`src/rtl/pipe_div_seq_pkg.sv`:
```
// Shared definitions for the multi-cycle divide sequencer: default widths,
// FSM state encoding and the div/divu funct codes the control unit decodes.
package pipe_div_seq_pkg;

    localparam int DIV_WIDTH = 32;
    localparam int DIV_CNT_W = 5;

    localparam logic [5:0] FUNCT_DIV  = 6'b011010;
    localparam logic [5:0] FUNCT_DIVU = 6'b011011;

    typedef enum logic [2:0] {
        S_IDLE = 3'd0,
        S_PREP = 3'd1,
        S_RUN  = 3'd2,
        S_FIX  = 3'd3,
        S_DONE = 3'd4
    } div_state_t;

endpackage

```
`src/rtl/pipe_div_seq_div_step.sv`:
```
// One restoring shift-subtract step. The partial remainder is shifted left by
// one bit with the next dividend bit, and the divisor is subtracted at WIDTH+1
// bits. A non-negative difference yields quotient bit 1 and replaces the
// remainder; otherwise the shifted value is kept (restored).
module div_step #(
    parameter int WIDTH = 32
) (
    input  logic [WIDTH-1:0] rem_in,
    input  logic             bit_in,
    input  logic [WIDTH-1:0] divisor,
    output logic [WIDTH-1:0] rem_out,
    output logic             q_bit
);

    logic [WIDTH:0] partial;
    logic [WIDTH:0] diff;

    assign partial = {rem_in, bit_in};
    assign diff    = partial - {1'b0, divisor};
    assign q_bit   = ~diff[WIDTH];
    assign rem_out = q_bit ? diff[WIDTH-1:0] : partial[WIDTH-1:0];

endmodule

```
`src/rtl/pipe_div_seq.sv`:
```
// Multi-cycle signed/unsigned divide sequencer for the EXE stage.
// Operands are made positive, divided with one restoring step per cycle,
// and the signs are fixed up before the result is presented with done.
// Optional feature macro: PIPE_DIV_DZ_EN (early divide-by-zero detection with
// dz flag). Without it a zero divisor runs the full sequence and returns
// q = all-ones, r = dividend, and dz stays 0.
module pipe_div_seq
    import pipe_div_seq_pkg::*;
#(
    parameter int WIDTH = DIV_WIDTH,
    parameter int CNT_W = DIV_CNT_W
) (
    input  logic             clock,
    input  logic             resetn,
    input  logic             start,
    input  logic             sign,
    input  logic [WIDTH-1:0] dividend,
    input  logic [WIDTH-1:0] divisor,
    input  logic             cancel,
    output logic             stall,
    output logic             busy,
    output logic             done,
    output logic [WIDTH-1:0] q,
    output logic [WIDTH-1:0] r,
    output logic             dz
);

    div_state_t state;
    div_state_t state_next;

    logic [CNT_W-1:0] cnt;
    logic [WIDTH-1:0] rem;
    logic [WIDTH-1:0] quo;
    logic [WIDTH-1:0] dvs;
    logic             neg_q;
    logic             neg_r;
    logic [WIDTH-1:0] step_rem;
    logic             step_bit;
    logic             dvs_zero;
    logic             last_step;
`ifndef PIPE_DIV_DZ_EN
    logic [WIDTH-1:0] dividend_raw;
`endif

    assign dvs_zero  = (dvs == '0);
    assign last_step = (cnt == CNT_W'(WIDTH - 1));

    // quo doubles as the dividend shift register: its top bit feeds the step
    // while quotient bits are shifted in at the bottom
    div_step #(.WIDTH(WIDTH)) u_step (
        .rem_in  (rem),
        .bit_in  (quo[WIDTH-1]),
        .divisor (dvs),
        .rem_out (step_rem),
        .q_bit   (step_bit)
    );

    // State register
    always_ff @(posedge clock or negedge resetn) begin
        if (!resetn) state <= S_IDLE;
        else         state <= state_next;
    end

    // Next-state logic; cancel overrides everything, including a new start
    always_comb begin
        state_next = state;
        if (cancel) begin
            state_next = S_IDLE;
        end else begin
            case (state)
                S_IDLE: if (start) state_next = S_PREP;
`ifdef PIPE_DIV_DZ_EN
                S_PREP: state_next = dvs_zero ? S_DONE : S_RUN;
`else
                S_PREP: state_next = S_RUN;
`endif
                S_RUN:  if (last_step) state_next = S_FIX;
                S_FIX:  state_next = S_DONE;
                S_DONE: state_next = start ? S_PREP : S_IDLE;
                default: state_next = S_IDLE;
            endcase
        end
    end

    // Handshake outputs decoded from the state; stall also covers the issue cycle
    always_comb begin
        stall = 1'b0;
        busy  = 1'b0;
        done  = 1'b0;
        case (state)
            S_IDLE: stall = start;
            S_PREP, S_RUN, S_FIX: begin
                stall = 1'b1;
                busy  = 1'b1;
            end
            S_DONE: begin
                stall = start;
                done  = 1'b1;
            end
            default: ;
        endcase
    end

`ifndef PIPE_DIV_DZ_EN
    assign dz = 1'b0;
`endif

    // Datapath: operand capture, iteration, sign fix-up; frozen while cancel is high
    always_ff @(posedge clock or negedge resetn) begin
        if (!resetn) begin
            cnt   <= '0;
            rem   <= '0;
            quo   <= '0;
            dvs   <= '0;
            neg_q <= 1'b0;
            neg_r <= 1'b0;
            q     <= '0;
            r     <= '0;
`ifdef PIPE_DIV_DZ_EN
            dz    <= 1'b0;
`else
            dividend_raw <= '0;
`endif
        end else if (!cancel) begin
            case (state)
                S_IDLE, S_DONE: begin
                    if (start) begin
                        quo   <= (sign && dividend[WIDTH-1]) ? -dividend : dividend;
                        dvs   <= (sign && divisor[WIDTH-1]) ? -divisor : divisor;
                        neg_q <= sign & (dividend[WIDTH-1] ^ divisor[WIDTH-1]);
                        neg_r <= sign & dividend[WIDTH-1];
`ifndef PIPE_DIV_DZ_EN
                        dividend_raw <= dividend;
`endif
                    end
                end
                S_PREP: begin
                    cnt <= '0;
                    rem <= '0;
`ifdef PIPE_DIV_DZ_EN
                    if (dvs_zero) begin
                        q  <= '0;
                        r  <= '0;
                        dz <= 1'b1;
                    end
`endif
                end
                S_RUN: begin
                    rem <= step_rem;
                    quo <= {quo[WIDTH-2:0], step_bit};
                    cnt <= cnt + CNT_W'(1);
                end
                S_FIX: begin
`ifdef PIPE_DIV_DZ_EN
                    dz <= 1'b0;
                    q  <= neg_q ? -quo : quo;
                    r  <= neg_r ? -rem : rem;
`else
                    if (dvs_zero) begin
                        q <= '1;
                        r <= dividend_raw;
                    end else begin
                        q <= neg_q ? -quo : quo;
                        r <= neg_r ? -rem : rem;
                    end
`endif
                end
                default: ;
            endcase
        end
    end

endmodule

```
`config.mk`:
```
export PLATFORM = sky130hd
export DESIGN_NAME = pipe_div_seq
export DESIGN_NICKNAME = d
export VERILOG_FILES = /design/src/rtl/pipe_div_seq_pkg.sv /design/src/rtl/pipe_div_seq_div_step.sv /design/src/rtl/pipe_div_seq.sv
export SDC_FILE = /design/constraint.sdc
export NUM_CORES = 1
export LEC_CHECK = 0
export BUFFER_PORTS_ARGS = -buffer_cell sky130_fd_sc_hd__buf_2
export CORE_MARGIN = 5
export CORE_UTILIZATION = 40
export CTS_BUF_LIST = sky130_fd_sc_hd__clkbuf_4
export DETAILED_ROUTE_END_ITERATION = 7
export SETUP_SLACK_MARGIN = 0.02
export SLEW_MARGIN = 30
export SYNTH_ARGS = -nofsm -noshare
export SYNTH_HDL_FRONTEND = slang
export SYNTH_SLANG_ARGS = --single-unit
```
`constraint.sdc`:
```
create_clock -name clock -period 4.1 [get_ports clock]
set_clock_uncertainty 0.15 [all_clocks]
set_input_delay 0.205 -clock clock [delete_from_list [all_inputs] [get_ports clock]]
set_output_delay 0.205 -clock clock [all_outputs]
set_load 0.02 [all_outputs]
```
==> Word level (Yosys, flattened, before mapping) <==
Index checks and enable logic that the tools add are counted.
{ "word_totals": {"ff_bits": 202, "wordCells": 61, "output_inout_bits": 68} }
{ "classes": {"n_mux": 19, "reduce_logical": 13, "n_addsub": 6, "n_bitwise": 5, "eq_ne": 8} }
{ "ops": {"columns": ["op", "n"], "rows": [
  ["2-to-1 mux 32 bit", 8],
  ["negator 32 bit", 4],
  ["case mux 32 bit (2 select lines)", 2],
  ["subtractor 33 x 32 -> 33 bit", 1],
  ["logical NOT 32 bit", 1],
  ["case mux 3 bit (5 select lines)", 1],
  ["case mux 5 bit (2 select lines)", 1],
  ["2-to-1 mux 3 bit", 3],
  ["== test 3 x 2 -> 1 bit (second input constant)", 2],
  ["!= test 3 bit (second input constant)", 2],
  ["AND reduction 2 bit", 3],
  ["AND reduction 3 bit", 2],
  ["adder 5 x 1 -> 5 bit (second input constant)", 1],
  ["== test 5 bit (second input constant)", 1],
  ["nonzero test 2 bit", 2],
  ["== test 3 x 1 -> 1 bit (second input constant)", 1],
  ["== test 3 bit (second input constant)", 1],
  ["logical NOT 3 bit", 1],
  ["2-to-1 mux 1 bit", 3],
  ["OR reduction 3 bit", 1],
  ["AND 1 bit", 2],
  ["logical AND 1 bit", 2],
  ["!= test 2 x 1 -> 1 bit (second input constant)", 1],
  ["NOT 1 bit", 2],
  ["other kinds (3)", 3]
]} }

==> Logic depth before layout (Yosys ltp) <==
Gate-level depths: netlist (run 1).
{ "depth": {"depth_word": 4, "depth_mapped": 13} }

==> Cells and area by module <==
From an unflattened synthesis (run 1), not the netlist that was laid out.
{ "unflattened": {"hier_cells": 1561, "area_unflattened_um2": 12967.4} }
{ "modules_own_cells": {"columns": ["module", "cells_each", "instances", "area_each_um2"], "rows": [
  ["pipe_div_seq", 1250, 1, 10711.5],
  ["div_step", 311, 1, 2255.9]
]} }

==> Worst setup path after synthesis (run 1) <==
No wires, ideal clock.
{ "synth_timing": {"kind": "register to register", "start": "register rem[10]", "end": "register rem[4]", "setup_time_ps": 131, "stages_incl_launch_ff": 12, "period_less_slack_ps": 3014, "path_slack_ps": 1086, "t_arrival_ps": 2733, "t_required_ps": 3819, "cell_sequence": "dfrtp_1 > ha_1 > a21oi_1 > o211ai_1 > a221oi_1 > nand3_1 > a21boi_2 > a21oi_4 > xor2_2 > buf_4 > mux2i_1 > o21ai_1"} }
{ "synth_between": {"elab_chain_len": 3} }
{ "synth_lines": {"columns": ["item", "line_no", "source"], "rows": [
  ["from (decl)", "pipe_div_seq.sv:32", "logic [WIDTH-1:0] rem;"],
  ["from (signal assigned)", "pipe_div_seq.sv:149", "rem <= step_rem;"],
  ["subtractor 33 x 32 -> 33 bit", "pipe_div_seq_div_step.sv:19", "assign diff = partial - {1'b0, divisor};"],
  ["2-to-1 mux 32 bit", "pipe_div_seq_div_step.sv:21", "assign rem_out = q_bit ? diff[WIDTH-1:0] : partial[WIDTH-1:0];"],
  ["case mux 32 bit (2 select lines)", "pipe_div_seq.sv:125", "case (state)"]
]} }
No other way between the ends.
A chain may end at the register's enable or synchronous reset.

==> Worst setup path in the final report (run 1) <==
{ "layout_timing": {"start": "register rem[10]", "end": "register rem[0]"} }
Same word-level chain as after synthesis.

==> key figures, run 1 <==
Worst setup path
  • CP required: 4.47 ns
  • Crit path DAT: 3.92 ns
  • CP max-delay cell: xnor2_2
  • Crit path cell chain: ha_1, a21oi_1, o211ai_1, a221oi_1, nand3_1, a21boi_2, a21oi_4, xnor2_2, nand2_1, a32o_1
  • Max incr delay on CP: 0.59 ns
  • CP Launch Type: flip-flop
  • Register-to-register setup slack: 0.55 ns
  • Critical Path End Type: flip-flop
  • Worst-path fanout max: 15
  • Worst setup path category: flip-flop to flip-flop

Clock network
  • H-tree depth: 2
  • Clock Tree Buf Depth: 3
  • CTS buffer count: 55
  • Post-CTS setup buffer count: 0
  • Worst-Skew Late Latency: 0.68 ns
  • Post-CTS resize count: 0
  • TritonCTS clock tree: yes
  • CTS Sinks: 202
  • Reg clk slew, reported paths: 0.06 ns
  • CTS root buffer: clkbuf_4

Routing
  • 1st-iter DRT viols: 721
  • Max Used Layer: met4
  • Drt pass-1 iters: 5
  • Met3 routed WL: 1.878 mm
  • Routed length per placed instance: 16.18 um
  • Remaining DRCs: 0
  • Met2 routed WL: 16.83 mm
  • M1 WL: 16.42 mm
  • Detail Route Antenna Nets: 0
  • Post-Route WL: 35.74 mm
  • DR vias/cell: 5.262
  • Vias: 11620

Power
  • Pwr/cell area: 722.2 nW/um2
  • Peak supply drop: 260.8 uV
  • Leak: 7.185 nW
  • Total power: 11.15 mW

Synth
  • Syn nets: 1642
  • Post-synth top area cell: dfrtp_1
  • Post-synthesis cell type count: 74
  • Seq/Total Area, Yosys: 39.89%
  • Ranking of synthesized cells by area: dfrtp_1 40%, nand2_1 8.3%, o21ai_0 6.9%
  • Post-synth EDFFs: 0
  • Avg Inst Size Synth: 8.261 um2
  • #FFs+latches synth: 202
  • Post-Syn Area: 12670 um2
  • Most used DFF post-synth: dfrtp_1
  • Cells after Synth: 1534
  • Area share of the largest cell type after synthesis: 39.89%
  • Share of flip-flops with an asynchronous set or reset: 100.0%
  • Yosys warning count: 0

Global route
  • Vias in the first global route: 11490
  • Initial antenna violation count: 1
  • Gr usage total: 20.04%
  • First-pass GRT wire length: 59.38 mm
  • Largest net degree at the start of global routing: 108
  • Gr ovfl total: 0

Die
  • Initial Utilization: 40.37%
  • Total core area: 31390 um2
  • # rows: 65
  • Die Y: 188.0 um
  • Die area: 35340 um2
  • Die W: 188.0 um
  • Total I/O pin count: 137

Final layout
  • Area growth from synthesis to layout: 21.79%
  • Layout cell share with drive strength beyond 1: 14.98%
  • Storage cell area: 5055 um2
  • # fillers: 3080
  • Leading cell type in the layout, fill and taps excluded: nand2_1
  • Most frequent cells in the layout: 279 x nand2_1, 202 x dfrtp_1, 173 x o21ai_0
  • Final net count: 1873
  • Area of the multi-input gates: 7152 um2

Timing
  • Worst-Margin Slew: 0.8366 ns
  • Crit path time final: 3.553 ns
  • Slew headroom: 44.23%
  • Final setup viols: 0
  • PnR worst setup slack: 0.5468 ns
  • Hold Violations, Final: 0
  • Max Fclk: 281.4 MHz
  • Count of pins over their slew limit: 0
  • Fin crit share: 86.66%
  • RSZ-0062 raised after global routing: no
  • Setup TNS: 0 ns

Place
  • Dpl hpwl: 25.77 mm
  • Routability cong.: 0.8748
  • Port bufs: 135
  • Dpl ws: 0.6262 ns

Min path
  • HP Class: input port to flip-flop

Run
  • Max Cap Viol: 0

Status
  • Outcome: finished, final reports clean
==> Yosys cell counts (3+ instances only) <==
library cell / count
nand4_1: 9
and3_1: 6
mux2i_1: 24
xor2_1: 87
inv_1: 52
o41ai_1: 10
a211oi_1: 4
o31ai_1: 24
a21oi_1: 146
o21ai_0: 174
nor2b_1: 11
or4_1: 6
a32oi_1: 10
nor2_1: 127
a31oi_1: 4
ha_1: 38
nand2b_1: 18
nand2_1: 279
or3_1: 16
a21o_1: 14
nor4_1: 18
o21a_1: 6
dfrtp_1: 202
o2111ai_1: 3
o22a_1: 3
buf_4: 3
nor3_1: 19
or4_4: 3
buf_2: 5
o21ai_1: 15
buf_1: 7
nand3_1: 21
clkbuf_1: 61
and2_1: 4
xnor2_1: 56
==> where the power goes <==
group          switching, mW  total (mW)  internal (mW)
Combinational           3.46        5.84           2.38
Sequential             0.841        3.55           2.71
Clock                  0.854        1.76          0.908
Total                   5.15        11.1           5.99
==> registers in the layout, indices dropped and copies added (netlist names) <==
name / cells
rem: 32
q: 32
neg_r: 1
cnt: 5
dvs: 32
quo: 32
r: 32
state: 3
neg_q: 1
dividend_raw: 32
==> what timing repair did <==
item                                    CTS  global route
hold buffers                             97             0
endpoints found under the setup margin    0             0
hold endpoints to repair                306             0
==> worst paths after layout <==
kind,from,cells past startpoint,end
max,rem[10]$_DFFE_PN0P_,10,rem[0]$_DFFE_PN0P_
min,start,6,dividend_raw[24]$_DFFE_PN0P_
max reg2reg,rem[10]$_DFFE_PN0P_,10,rem[0]$_DFFE_PN0P_
min reg2reg,r[26]$_DFFE_PN0P_,2,r[26]$_DFFE_PN0P_
max in group asynchronous,resetn,4,rem[31]$_DFFE_PN0P_
min in group asynchronous,resetn,4,r[13]$_DFFE_PN0P_
==> metrics by stage <==
step	utilization (%)	instances	cell area, um2	hold WS (ns)
5_1_grt	49.16	2209	15430	0.08641
4_1_cts	49.08	2203	15410	0.1356
3_5_place_dp	43.79	2012	13750	0.06353
2_1_floorplan	-	1534	12670	-0.2406
6_report	49.16	2209	15430	0.1099
3_3_place_gp	43.79	2012	13750	0.06503
==> critical path, delay by kind of cell (launching register included) <==
kind | cells | cell delay, ns
AO/OA/AOI/OAI | 6 | 1.52
XOR/XNOR | 1 | 0.59
adder cells (fa/ha/maj) | 1 | 0.40
flip-flops | 1 | 0.47
AND/OR/NAND/NOR | 2 | 0.28
==> per-layer routing <==
| metal | track usage, % | up-vias |
|---|---|---|
| li1 | - | 5814 |
| met1 | 27.38 | 5481 |
| met2 | 33.40 | 280 |
| met3 | 3.351 | 48 |
| met4 | 4.687 | 0 |
| met5 | 0 | - |
==> area by class of cell <==
class / count / area share [%]
Clock buffer: 82 / 3.989
Clock inverter: 12 / 0.3648
Antenna cell: 5 / 0.08107
Sequential cell: 202 / 32.75
Multi-Input combinational cell: 1203 / 46.34
Inverter: 53 / 1.289
Tap cell: 402 / 3.259
Timing Repair Buffer: 250 / 11.93
==> cells by family (layout without fill, tap and decap cells) <==
group	Yosys count	count (layout)	synth area share (%)
other	1	6	0.02959
buffers and inverters	129	397	3.959
adder cells (fa/ha/maj)	39	39	3.910
multiplexers	24	24	1.896
AO/OA/AOI/OAI	440	440	20.37
AND/OR/NAND/NOR	554	554	19.81
XOR/XNOR	145	145	10.14
flip-flops	202	202	39.89
Note: power is estimated with default switching activity, not from simulation.
==> run 2: changes to the inputs <==
--- a/config.mk
+++ b/config.mk
@@ -6,10 +6,13 @@
 export NUM_CORES = 1
 export LEC_CHECK = 0
 export BUFFER_PORTS_ARGS = -buffer_cell sky130_fd_sc_hd__buf_2
+export CELL_PAD_IN_SITES_DETAIL_PLACEMENT = 0
+export CELL_PAD_IN_SITES_GLOBAL_PLACEMENT = 1
 export CORE_MARGIN = 5
 export CORE_UTILIZATION = 40
 export CTS_BUF_LIST = sky130_fd_sc_hd__clkbuf_4
 export DETAILED_ROUTE_END_ITERATION = 7
+export PLACE_DENSITY_LB_ADDON = 0.1
 export SETUP_SLACK_MARGIN = 0.02
 export SLEW_MARGIN = 30
 export SYNTH_ARGS = -nofsm -noshare
==> run 2 against run 1 <==
Cell area barely moved. Hold slack got worse by 0.025 ns. Fmax rose by 0.93%. Combinational power rose by 2%. Register-to-register slack improved by 0.03 ns. Sequential power barely moved. Non-clock buffer count fell by 1. Total power rose by 1.1%. Core utilization barely moved. Via count fell by 0.43%. Wire length rose by 6.6%. Critical path depth did not move. Critical path type unchanged.
==> key figures, run 2 (synthesized netlist as in run 1, its figures left out) <==
Final layout
  • Most frequent cells in the layout: 279 x nand2_1, 201 x dfrtp_1, 173 x o21ai_0
  • Layout cell share with drive strength beyond 1: 15.10%
  • Area of the multi-input gates: 7158 um2
  • # fillers: 3158
  • Area growth from synthesis to layout: 21.76%
  • Leading cell type in the layout, fill and taps excluded: nand2_1
  • Final Non-Filler Cells: 2211
  • Utilization of the core after routing: 49.15%
  • Final net count: 1874
  • Storage cell area: 5056 um2

Routing
  • Drt pass-1 iters: 5
  • Post-Route WL: 38.08 mm
  • DR vias/cell: 5.234
  • Detail Route Antenna Nets: 0
  • 1st-iter DRT viols: 577
  • Vias: 11570
  • Remaining DRCs: 0
  • Routed length per placed instance: 17.22 um

Die
  • Die area: 35340 um2
  • # rows: 65
  • Initial Utilization: 40.37%
  • Total core area: 31390 um2
  • Total I/O pin count: 137
  • Die W: 188.0 um
  • Die Y: 188.0 um

Timing
  • Fin crit share: 85.86%
  • Slew headroom: 44.06%
  • Hold Violations, Final: 0
  • RSZ-0062 raised after global routing: no
  • Setup TNS: 0 ns
  • Worst-Margin Slew: 0.8391 ns
  • Crit path time final: 3.520 ns
  • Max Fclk: 284.1 MHz
  • Final setup viols: 0
  • Count of pins over their slew limit: 0

Place
  • Dpl hpwl: 27.78 mm
  • Port bufs: 135
  • Routability cong.: 0.8405
  • Placed insts: 2016

Run
  • Max Cap Viol: 0

Clock network
  • H-tree depth: 2
  • CTS buffer count: 57
  • Hold buffers post-CTS: 93
  • Post-CTS setup buffer count: 0
  • Worst-Skew Late Latency: 0.71 ns
  • Post-CTS resize count: 0
  • Reg clk slew, reported paths: 0.06 ns
  • CTS root buffer: clkbuf_4
  • Clock Tree Buf Depth: 3
  • TritonCTS clock tree: yes
  • CTS Sinks: 202

Worst setup path
  • Reg2reg path depth: 10
  • Worst setup path category: flip-flop to flip-flop
  • Critical Path End Type: flip-flop
  • CP required: 4.49 ns
  • Crit path DAT: 3.91 ns
  • Worst-path fanout max: 15
  • Register-to-register setup slack: 0.58 ns
  • CP Launch Type: flip-flop

Status
  • Outcome: finished, final reports clean

Min path
  • Hold Path Depth: 6
  • HP Class: input port to flip-flop

Power
  • Total power: 11.26 mW
  • Pwr/cell area: 730.0 nW/um2
  • Leak: 7.208 nW
  • Peak supply drop: 243.3 uV

Global route
  • First-pass GRT wire length: 62.33 mm
  • Largest net degree at the start of global routing: 70
  • Initial antenna violation count: 2
  • Vias in the first global route: 11620
  • Gr usage total: 21.43%
  • Gr ovfl total: 0
run 2: changes by cell type in the layout (fill, tap and decap cells not counted), moves of 2 or more:
cell / previous run / this run
clkinv_1: 7 / 16
buf_4: 15 / 20
diode_2: 5 / 1
dlygate4sd3_1: 96 / 92
clkinv_2: 3 / 1
clkinvlp_4: 2 / 0
run 2: per-stage QoR:
stage	cell area (um2)	hold slack (ns)	setup WS, ns
2_1_floorplan	12670	-0.2406	1.086
3_3_place_gp	13760	0.2868	0.6433
3_5_place_dp	13770	0.1051	0.5772
4_1_cts	15420	0.03107	0.5586
5_1_grt	15430	0.08105	0.2971
6_report	15430	0.08536	0.5797
run 2: metal layers:
layer  vias to the layer above  track usage, %  part of all wire, %
met3                        51           3.109                  3.7
met5                         -               0                0.034
met1                      5471           28.58                   46
met2                       220           37.00                   48
li1                       5829               -                    -
met4                         2           4.856                  1.7
run 2: final timing paths:
check	startpoint	endpoint
setup / recovery	rem[10]$_DFFE_PN0P_	rem[0]$_DFFE_PN0P_
hold / removal	start	dividend_raw[27]$_DFFE_PN0P_
setup reg to reg	rem[10]$_DFFE_PN0P_	rem[0]$_DFFE_PN0P_
hold reg to reg	q[2]$_DFFE_PN0P_	q[2]$_DFFE_PN0P_
max in group asynchronous	resetn	q[30]$_DFFE_PN0P_
min in group asynchronous	resetn	dividend_raw[3]$_DFFE_PN0P_
run 2: layout make-up:
| class | count | share of cell area (%) |
|---|---|---|
| antenna | 1 | 0.01622 |
| tap | 402 | 3.260 |
| inverter | 53 | 1.289 |
| sequential | 202 | 32.77 |
| clock inverter | 18 | 0.4784 |
| clock buffer | 83 | 4.038 |
| multi-input combinational | 1203 | 46.39 |
| timing repair buffer | 249 | 11.76 |
run 2: where the power goes:
group          switching (mW)  internal [mW]  leakage [nW]
Sequential              0.821           2.71          2.59
Clock                   0.867          0.923         0.418
Combinational            3.56           2.39          4.20
run 2: critical path, stage by stage, from the launching register on:
cell	delay, ns
dfrtp_1	0.47
ha_1	0.40
a21oi_1	0.23
o211ai_1	0.13
a221oi_1	0.48
nand3_1	0.17
a21boi_2	0.29
a21oi_4	0.12
xnor2_2	0.58
nand2_1	0.13
a32o_1	0.26
==> run 3: changes to the inputs <==
--- a/config.mk
+++ b/config.mk
@@ -17,4 +17,5 @@
 export SLEW_MARGIN = 30
 export SYNTH_ARGS = -nofsm -noshare
 export SYNTH_HDL_FRONTEND = slang
+export SYNTH_HIERARCHICAL = 1
 export SYNTH_SLANG_ARGS = --single-unit
==> run 3 against run 2 <==
Non-clock buffer count up 17. Total power is 29% lower. Critical path depth grew 4. Die area increased by 2.2%. Register-to-register slack worse by 0.29 ns. Critical endpoint is now rem[4]$_DFFE_PN0P_.
==> key figures, run 3 <==
Run
  • Max Cap Viol: 0

Routing
  • Post-Route WL: 43.64 mm
  • Remaining DRCs: 0
  • Routed length per placed instance: 19.07 um
  • 1st-iter DRT viols: 938
  • Detail Route Antenna Nets: 0
  • DR vias/cell: 5.399
  • Drt pass-1 iters: 6
  • Met2 routed WL: 19.02 mm
  • Vias: 12350
  • Max Used Layer: met4
  • Met3 routed WL: 2.252 mm
  • M1 WL: 21.29 mm

Clock network
  • CTS buffer count: 59
  • Clock Tree Buf Depth: 3
  • Hold buffers post-CTS: 95
  • H-tree depth: 2
  • CTS root buffer: clkbuf_4
  • Reg clk slew, reported paths: 0.07 ns
  • Post-CTS setup buffer count: 0
  • Worst-Skew Late Latency: 0.75 ns
  • Post-CTS resize count: 0
  • TritonCTS clock tree: yes
  • CTS Sinks: 202

Synth
  • Main combinational cell family by area after synthesis: compound AO/OA/AOI/OAI gates
  • Commonest cells post-synth: 257 x nand2_1, 202 x dfrtp_1, 164 x o21ai_0, 138 x nor2_1, 99 x a21oi_1
  • Yosys warning count: 6
  • Count leader, synth: nand2_1
  • Post-synth top area cell: dfrtp_1
  • Share of flip-flops with an asynchronous set or reset: 100.0%
  • Ranking of synthesized cells by area: dfrtp_1 39%, nand2_1 7.4%, o21ai_0 6.3%
  • Area share of the largest cell type after synthesis: 38.98%
  • Post-Synth Adder-Cell Area: 3.821%
  • Compound-gate portion of the synthesized area: 20.21%
  • Post-synth EDFFs: 0
  • Xor and xnor area share after synthesis: 9.591%
  • #FFs+latches synth: 202
  • Syn nets: 1669
  • Cells after Synth: 1561
  • Seq/Total Area, Yosys: 38.98%
  • Post-Syn Area: 12970 um2
  • Post-synthesis cell type count: 79
  • Avg Inst Size Synth: 8.307 um2
  • Synth Area in Simple Gates: 20.12%
  • Multiplexer share of the synthesized area: 3.001%
  • Most used DFF post-synth: dfrtp_1

Die
  • Total core area: 32290 um2
  • Die Y: 190.1 um
  • Die area: 36120 um2
  • Total I/O pin count: 137
  • Die W: 190.1 um
  • Initial Utilization: 40.16%
  • # rows: 66

Timing
  • Crit path time final: 3.805 ns
  • Max Fclk: 262.8 MHz
  • RSZ-0062 raised after global routing: no
  • Final setup viols: 0
  • Count of pins over their slew limit: 0
  • Fin crit share: 92.81%
  • Worst-Margin Slew: 0.9634 ns
  • Setup TNS: 0 ns
  • Slew headroom: 35.18%
  • Hold Violations, Final: 0

Power
  • Pwr/cell area: 503.3 nW/um2
  • Peak supply drop: 269.1 uV
  • Switching Share: 40.53%
  • Internal Power: 4.763 mW
  • NetSw: 3.245 mW
  • Total power: 8.008 mW
  • Power share of the combinational group: 37.9%
  • Sequential group share of total power: 37.1%
  • Clk pwr share: 24.9%
  • Leak: 7.344 nW

Worst setup path
  • Top delay family on crit path: compound AO/OA/AOI/OAI gates
  • Critical Path End Type: flip-flop
  • CP bufs+invs: 2
  • Crit path DAT: 4.26 ns
  • Max incr delay on CP: 0.42 ns
  • CP required: 4.56 ns
  • Worst setup path category: flip-flop to flip-flop
  • Most frequent CP cell: o2111ai_1
  • Crit path cell chain: ha_1, fa_1, and2b_1, o2111ai_1, a21oi_2, o2111ai_1, a211oi_2, nor2_2, mux2i_1, and2_4, inv_2, buf_12, mux2_1, a22o_1
  • CP Launch Type: flip-flop
  • CP max-delay cell: fa_1
  • Worst-path fanout max: 15

Status
  • Outcome: finished, final reports clean

Final layout
  • Area growth from synthesis to layout: 22.69%
  • # fillers: 3209
  • Leading cell type in the layout, fill and taps excluded: nand2_1
  • Most frequent cells in the layout: 257 x nand2_1, 202 x dfrtp_1, 164 x o21ai_0
  • Layout cell share with drive strength beyond 1: 17.05%
  • Final net count: 1907

Global route
  • Largest net degree at the start of global routing: 62
  • Vias in the first global route: 12080
  • Initial antenna violation count: 1
  • Gr usage total: 23.93%
  • First-pass GRT wire length: 69.05 mm
  • Gr ovfl total: 0

Place
  • Port bufs: 135
  • Dpl hpwl: 31.92 mm
  • Routability cong.: 0.8851

Min path
  • HP Class: input port to flip-flop
## run 3: worst reg2reg max path, cell delays in order (launching register included)
cell and delay (ns):
dfrtp_1 0.40, ha_1 0.24, fa_1 0.42, and2b_1 0.24, o2111ai_1 0.16, a21oi_2 0.22
o2111ai_1 0.17, a211oi_2 0.32, nor2_2 0.11, mux2i_1 0.15, and2_4 0.16, inv_2 0.20
buf_12 0.21, mux2_1 0.34, a22o_1 0.20
## run 3: kinds of logic after synthesis
kind of cell | after synthesis
simple gates | 577
fa+ha+maj | 39
mux | 29
compound gates | 430
other cells | 1
buf+inv | 141
flops | 202
xor+xnor | 142
## run 3: per-stage QoR
step / instance area [um2] / hold slack [ns] / utilization, % / setup WS (ns) / instances
floorplan: 12970 / -0.2406 / - / 0.7272 / 1561
global placement: 14160 / 0.2071 / 43.86 / 0.3789 / 2085
detailed placement: 14160 / 0.2099 / 43.86 / 0.3346 / 2085
CTS: 15900 / 0.06263 / 49.24 / 0.3012 / 2284
global route: 15910 / 0.1034 / 49.28 / 0.1278 / 2288
finish: 15910 / 0.1004 / 49.28 / 0.2946 / 2288
## run 3: power by group through the flow
stage | clock, mW | combinational (mW) | sequential, mW
floorplan | 0 | 1.78 | 3.13
global placement | 0 | 2.94 | 2.98
detailed placement | 0 | 2.94 | 3.01
CTS | 2.07 | 3.04 | 2.97
global route | 2.18 | 3.37 | 3.05
finish | 2.00 | 3.04 | 2.97
## run 3: worst paths after layout
check	startpoint	end	depth (start not counted)	slack, ns
hold / removal	divisor[31]	dvs[28]$_DFFE_PN0P_	5	0.10
setup reg to reg	dvs[0]$_DFFE_PN0P_	rem[4]$_DFFE_PN0P_	14	0.29
min in group asynchronous	resetn	quo[31]$_DFFE_PN0P_	3	0.40
setup / recovery	dvs[0]$_DFFE_PN0P_	rem[4]$_DFFE_PN0P_	14	0.29
hold reg to reg	q[16]$_DFFE_PN0P_	q[16]$_DFFE_PN0P_	2	0.31
max in group asynchronous	resetn	state[1]$_DFFE_PN0P_	4	2.54
## run 3: layout make-up
| type | instances | area [um2] | share of cell area, % |
|---|---|---|---|
| sequential | 202 | 5055 | 31.77 |
| tap | 442 | 553.0 | 3.476 |
| clock buffer | 92 | 690.7 | 4.341 |
| inverter | 52 | 195.2 | 1.227 |
| multi-input combinational | 1218 | 7391 | 46.45 |
| clock inverter | 12 | 80.08 | 0.5033 |
| timing repair buffer | 266 | 1936 | 12.17 |
| antenna | 4 | 10.01 | 0.06291 |
## run 3: layer usage
| layer | track usage (%) | up-vias |
|---|---|---|
| met5 | 0 | - |
| met4 | 7.206 | 0 |
| met3 | 3.193 | 65 |
| met2 | 35.99 | 369 |
| met1 | 35.90 | 5886 |
| li1 | - | 6033 |
